==> src/rtl/mole_hit_judge.sv <==
// mole_hit_judge: per-mole lifecycle tracker and hit judge.
//   Each of NUM_MOLES moles runs OFFSCREEN -> ONSCREEN -> HIT/MISS -> OFFSCREEN, with a
//   per-mole down-counting timer. The player's encoded mallet input is registered and
//   edge-detected so that one press gives exactly one event.
// Ports:
//   clock, reset (async, active low), clear (sync, active high), enable (low freezes all)
//   load / molesGenerated : spawn strobe and bitmap of moles to spawn
//   userGameInput         : 0 none, 1..5 mole 0..4, 6/7 none
//   moleState             : 2 bits per mole (00 off, 01 on, 10 hit, 11 miss)
//   moleHit / moleMiss / wrongHit : registered one-cycle pulses
//   allClear              : every mole OFFSCREEN (combinational from state)
// Optional feature: define MOLE_SPEEDUP_EN to shorten the ONSCREEN lifetime after each hit.
module mole_hit_judge #(
  parameter int unsigned NUM_MOLES    = 5,
  parameter int unsigned LIFE_CYCLES  = 50000000,
  parameter int unsigned FLASH_CYCLES = 12500000,
  parameter int unsigned CNT_W        = 26
) (
  input  logic                   clock,
  input  logic                   reset,
  input  logic                   clear,
  input  logic                   enable,
  input  logic                   load,
  input  logic [NUM_MOLES-1:0]   molesGenerated,
  input  logic [2:0]             userGameInput,
  output logic [2*NUM_MOLES-1:0] moleState,
  output logic [NUM_MOLES-1:0]   moleHit,
  output logic                   moleMiss,
  output logic                   wrongHit,
  output logic                   allClear
);

  typedef enum logic [1:0] {
    StOff  = 2'b00,
    StOn   = 2'b01,
    StHit  = 2'b10,
    StMiss = 2'b11
  } mole_state_e;

  localparam logic [CNT_W-1:0] LifeInit  = CNT_W'(LIFE_CYCLES - 1);
  localparam logic [CNT_W-1:0] FlashInit = CNT_W'(FLASH_CYCLES - 1);

  mole_state_e            state_q [NUM_MOLES];
  mole_state_e            state_d [NUM_MOLES];
  logic [CNT_W-1:0]       timer_q [NUM_MOLES];
  logic [CNT_W-1:0]       timer_d [NUM_MOLES];
  logic [2:0]             cur_in_q, cur_in_d;
  logic [2:0]             prev_in_q, prev_in_d;
  logic [NUM_MOLES-1:0]   hit_q, hit_d;
  logic                   miss_q, miss_d;
  logic                   wrong_q, wrong_d;
  logic                   press_event;
  logic [NUM_MOLES-1:0]   press_sel;
  logic [CNT_W-1:0]       life_reload;

`ifdef MOLE_SPEEDUP_EN
  localparam logic [CNT_W-1:0] LifeStep  = CNT_W'(LIFE_CYCLES / 16);
  localparam logic [CNT_W-1:0] LifeFloor = CNT_W'(LIFE_CYCLES / 4 - 1);

  logic [CNT_W-1:0] life_reload_q, life_reload_d;

  assign life_reload = life_reload_q;

  // Shrink the lifetime once per hit pulse, never below a quarter of the nominal lifetime.
  always_comb begin
    life_reload_d = life_reload_q;
    if (clear) begin
      life_reload_d = LifeInit;
    end else if (|hit_d) begin
      if (life_reload_q >= LifeFloor + LifeStep) begin
        life_reload_d = life_reload_q - LifeStep;
      end else begin
        life_reload_d = LifeFloor;
      end
    end
  end

  always_ff @(posedge clock or negedge reset) begin
    if (!reset) begin
      life_reload_q <= LifeInit;
    end else begin
      life_reload_q <= life_reload_d;
    end
  end
`else
  assign life_reload = LifeInit;
`endif

  // One event per press: code went from 0 to non-zero.
  assign press_event = (cur_in_q != 3'd0) && (prev_in_q == 3'd0);

  always_comb begin
    press_sel = '0;
    for (int i = 0; i < NUM_MOLES; i++) begin
      press_sel[i] = press_event && (cur_in_q == 3'(i + 1));
    end
  end

  // State register.
  always_ff @(posedge clock or negedge reset) begin
    if (!reset) begin
      for (int i = 0; i < NUM_MOLES; i++) begin
        state_q[i] <= StOff;
        timer_q[i] <= '0;
      end
      cur_in_q  <= 3'd0;
      prev_in_q <= 3'd0;
      hit_q     <= '0;
      miss_q    <= 1'b0;
      wrong_q   <= 1'b0;
    end else begin
      for (int i = 0; i < NUM_MOLES; i++) begin
        state_q[i] <= state_d[i];
        timer_q[i] <= timer_d[i];
      end
      cur_in_q  <= cur_in_d;
      prev_in_q <= prev_in_d;
      hit_q     <= hit_d;
      miss_q    <= miss_d;
      wrong_q   <= wrong_d;
    end
  end

  // Next-state logic; pulse flops default to 0 so disabled cycles emit nothing.
  always_comb begin
    for (int i = 0; i < NUM_MOLES; i++) begin
      state_d[i] = state_q[i];
      timer_d[i] = timer_q[i];
    end
    cur_in_d  = cur_in_q;
    prev_in_d = prev_in_q;
    hit_d     = '0;
    miss_d    = 1'b0;
    wrong_d   = 1'b0;
    if (clear) begin
      for (int i = 0; i < NUM_MOLES; i++) begin
        state_d[i] = StOff;
        timer_d[i] = '0;
      end
      cur_in_d  = 3'd0;
      prev_in_d = 3'd0;
    end else if (enable) begin
      cur_in_d  = (userGameInput > 3'd5) ? 3'd0 : userGameInput;
      prev_in_d = cur_in_q;
      for (int i = 0; i < NUM_MOLES; i++) begin
        unique case (state_q[i])
          StOff: begin
            if (load && molesGenerated[i]) begin
              state_d[i] = StOn;
              timer_d[i] = life_reload;
            end
          end
          StOn: begin
            // A press on the timeout cycle still counts as a hit.
            if (press_sel[i]) begin
              state_d[i] = StHit;
              timer_d[i] = FlashInit;
              hit_d[i]   = 1'b1;
            end else if (timer_q[i] == '0) begin
              state_d[i] = StMiss;
              timer_d[i] = FlashInit;
              miss_d     = 1'b1;
            end else begin
              timer_d[i] = timer_q[i] - 1'b1;
            end
          end
          StHit, StMiss: begin
            if (timer_q[i] == '0) begin
              state_d[i] = StOff;
            end else begin
              timer_d[i] = timer_q[i] - 1'b1;
            end
          end
        endcase
        if (press_sel[i] && (state_q[i] != StOn)) begin
          wrong_d = 1'b1;
        end
      end
    end
  end

  // Outputs.
  always_comb begin
    moleState = '0;
    allClear  = 1'b1;
    for (int i = 0; i < NUM_MOLES; i++) begin
      moleState[2*i +: 2] = state_q[i];
      if (state_q[i] != StOff) begin
        allClear = 1'b0;
      end
    end
    moleHit  = hit_q;
    moleMiss = miss_q;
    wrongHit = wrong_q;
  end

endmodule
==> config.mk <==
export PLATFORM = sky130hd
export DESIGN_NAME = mole_hit_judge
export DESIGN_NICKNAME = d
export VERILOG_FILES = /design/src/rtl/mole_hit_judge.sv
export SDC_FILE = /design/constraint.sdc
export NUM_CORES = 1
export LEC_CHECK = 0
export CAP_MARGIN = 20
export CORE_MARGIN = 3
export CORE_UTILIZATION = 47
export CTS_BUF_LIST = sky130_fd_sc_hd__clkbuf_4 sky130_fd_sc_hd__clkbuf_8
export CTS_CLUSTER_DIAMETER = 80
export DETAILED_ROUTE_END_ITERATION = 7
export PLACE_DENSITY = 0.65
export SETUP_SLACK_MARGIN = 0.02
export SLEW_MARGIN = 20
export SYNTH_ARGS = -nofsm -noshare
export SYNTH_HDL_FRONTEND = slang
export SYNTH_SLANG_ARGS = --single-unit
==> constraint.sdc <==
create_clock -name clock -period 6.84 [get_ports clock]
set_input_delay 1.026 -clock clock [delete_from_list [all_inputs] [get_ports clock]]
set_output_delay 1.026 -clock clock [all_outputs]
set_load 0.02 [all_outputs]
==> impl_results.md <==
- Status: finished, final reports clean
- Worst R2R Setup Slack: 3.46 ns
- Tmin final: 3.82 ns
- Cell taking the most area after synthesis: dfrtp_1
- Relative slew margins: 32.8%
- Antenna diodes: 0
- Vias in the first global route: 8,434
- DIE AREA: 22,200 µm²
- Worst path required time: 7.19 ns
- Worst r2r path cells: 9
- CTS tree: done
- Post-synth top area share: about two fifths
- Share of layout cells above drive strength 1: under 10%
- Lkg Pwr: ~4.2 nW
- Die Span X: 149 µm
- Site Rows: 51
- # clock sinks: 153
- Hold_sp: timer_q[8]
- # resized after CTS: 0
- P per Cell Area: 236 nW/µm²
- Top_reg_cell synth: dfrtp_1
- Grt peak-use layer: met2
- Layout area overhead: 9.07%
- CP cell instances: buf_4 -> clkinv_1 -> nand4_1 -> o31a_1 -> o21ai_1 -> or3_1 -> o211a_1
- Pin count of the biggest net entering global routing: 94
- Gpl congestion: 0.903
- Worst slack, placed: between 2 and 3 ns
- Post-DP HPWL: 18,100 µm
- Async set-reset flop share out of synthesis: 100%
- Die Ht: 149 µm
- Post-synth EDFFs: 0
- Netlist cell types: 84
- Top delay family on crit path: buffers and inverters
- Buf/Inv on CP: 2
- Wire length per cell: approximately 19 µm
- Longest Clk Path Bufs: 2
- WHS: a little over 0.5 ns
- Max cap viols: 0
- # IOs: 31
- Vias: 9,339
- DRT antenna net count: 0
- Post-route DRC: 0
- Crit path kind: in2reg
- Worst hold endpoint: timer_q[8]
- Post-CTS Repair Setup Buffers: 0
- Maximum clock rate: 262 MHz
- Gr ovfl total: 0
- Slowest CP cell: clkinv_1
- Iter 0 DRT Violations: 818
- Setup TNS: 0 ns
- Data arrival time of the critical path: 4.17 ns
- RSZ-0062 raised after global routing: no
- Initial Util: between 40% and 50%
- PortBufs: 30
- Nets: 1,165
- Critical R2R Launch: timer_q[52]
- Crit path max fanout: 51
- Endpoints failing setup: 0
- VDD IR max: 0.000123 V
- Worst min-delay path category: reg2reg
- Hold Path Depth: 2
- Routed vias/inst: between 6 and 7
- Period utilisation layout: 55.9%
- Net Count, Synth: 1,166
- GR Util met1: 36.2%
- Seq cells post-synth: 153
- Global-route wire length before repair: 44,400 µm
- Startpoint Class: primary input
- Syn Std Cell Area: 9610 µm²
- FF-to-FF End: timer_q[73]
- Met3 usage: 3.74%
- Synth area leaders: dfrtp_1, nor2_1, o21ai_0
- CTS Buf Count: 17
- 1st-pass router iterations: 7
- Final Hold Viols: 0
- GR Layer Usage met2: 36.8%
- Fillers: 1,835
- Actual slew at the worst max-slew pin: between 1 and 1.5 ns
- Root Buffer: clkbuf_8
- Clock skew: 0.00926 ns
- Post-Syn Instances: about 1,100
- Hold_buf cts: 0
- CP Capture Type: flip-flop
- Global-route usage over all layers: about a quarter
- Worst setup margin: 3.02 ns
- Antenna violations before repair: 0
- Ys Warns: 0
- Max Slew Vio Count: 0
- Synth Area per Inst: 8.38 µm²
- H-tree depth: 4
- Core ar.: roughly 20,000 µm²
- Routed WL: 26,600 µm
- Seq/Total Area, Yosys: 39.8%
- Clock slew at reported path FFs: 0.08 ns
- Clock Latency Late Sink: 0.46 ns
- Slowest stage delay, CP: roughly 0.71 ns
[sequential cells by signal, indices dropped and copies added, names as in the netlist]
signal and flops:
wrongHit 1, moleHit 5, moleState 10, moleMiss 1, timer_q 130, prev_in_q 3
cur_in_q 3
[routing by layer]
layer  up-vias  routed length (µm)
li1       4410                   -
met1      4556               12300
met2       342               12200
met3        31                1700
met4         0                 403
met5         -                   0
[cell usage after synthesis, types with 6 or more instances]
cell type,n
a211oi_1,8
a21o_1,11
a21oi_1,81
a22o_1,12
a311oi_1,22
a31o_2,6
a31oi_1,28
a32oi_1,8
a41oi_1,9
and2_1,7
and3_1,11
buf_2,14
clkbuf_1,41
dfrtp_1,153
ha_1,6
inv_1,27
nand2_1,92
nand2b_1,7
nand3_1,36
nand4_1,18
nor2_1,119
nor2b_1,6
nor3_1,76
nor4_1,32
nor4b_1,6
o211ai_1,7
o21a_1,14
o21ai_0,84
o22a_1,10
o31ai_1,20
or2_2,10
or3_1,34
or4_1,15
[worst min-delay path, cell delays in order, from the launching register on]
cell     delay, ns
dfrtp_1       0.35
o21ai_0       0.08
o21ai_0       0.06
[through the flow]
step	util, %	cells	cell area [µm²]	power, mW
final	53.0	1424	10500	2.47
after global routing	53.0	1424	10500	2.61
after CTS	53.0	1424	10500	2.48
after detailed placement	50.9	1392	10100	1.74
after global placement	50.9	1392	10100	1.73
after floorplan	-	1147	9610	1.55
[logic make-up (layout without fill, tap and decap cells)]
| logic type | Yosys count | after routing | synth area share (%) |
|---|---|---|---|
| flip-flops | 153 | 153 | 39.8 |
| buffers and inverters | 93 | 105 | 4.06 |
| adder cells (fa/ha/maj) | 6 | 6 | 0.781 |
| multiplexers | 3 | 3 | 0.312 |
| AO/OA/AOI/OAI | 384 | 384 | 27.2 |
| AND/OR/NAND/NOR | 508 | 508 | 27.8 |
[report_power, final]
part           total (mW)  internal, mW  switching [mW]
Combinational       0.630         0.233           0.397
Clock               0.740         0.382           0.358
Sequential           1.10         0.989           0.113
[worst max-delay path by stage]
stage,start,end,slack (ns),cells after the start
floorplan,enable,timer_q[97],4.17,7
global placement,clear,timer_q[116],2.72,7
detailed placement,clear,timer_q[116],2.66,7
CTS,clear,timer_q[116],3.14,7
global route,clear,timer_q[116],2.77,7
finish,clear,timer_q[116],3.02,7
[layout by cell type (no fill, tap or decap), types with 8 or more instances in the layout]
cell type | netlist | routed
dfrtp_1 | 153 | 153
nor2_1 | 119 | 119
nand2_1 | 92 | 92
o21ai_0 | 84 | 84
a21oi_1 | 81 | 81
nor3_1 | 76 | 76
nand3_1 | 36 | 36
or3_1 | 34 | 34
nor4_1 | 32 | 32
a31oi_1 | 28 | 28
clkdlybuf4s50_1 | 0 | 28
inv_1 | 27 | 27
a311oi_1 | 22 | 22
o31ai_1 | 20 | 20
clkbuf_8 | 0 | 19
nand4_1 | 18 | 18
or4_1 | 15 | 15
buf_4 | 0 | 15
o21a_1 | 14 | 14
a22o_1 | 12 | 12
and3_1 | 11 | 11
a21o_1 | 11 | 11
or2_2 | 10 | 10
o22a_1 | 10 | 10
a41oi_1 | 9 | 9
a32oi_1 | 8 | 8
a211oi_1 | 8 | 8
[cell type report]
cell class | instances | area (µm²) | area share [%]
multi-input combinational | 901 | 5390 | 51.4
tap | 265 | 332 | 3.16
clock inverter | 12 | 149 | 1.42
sequential | 153 | 3830 | 36.5
timing repair buffer | 44 | 404 | 3.85
clock buffer | 20 | 269 | 2.57
inverter | 29 | 109 | 1.04
No activity file was read; power rests on OpenSTA's default activity.
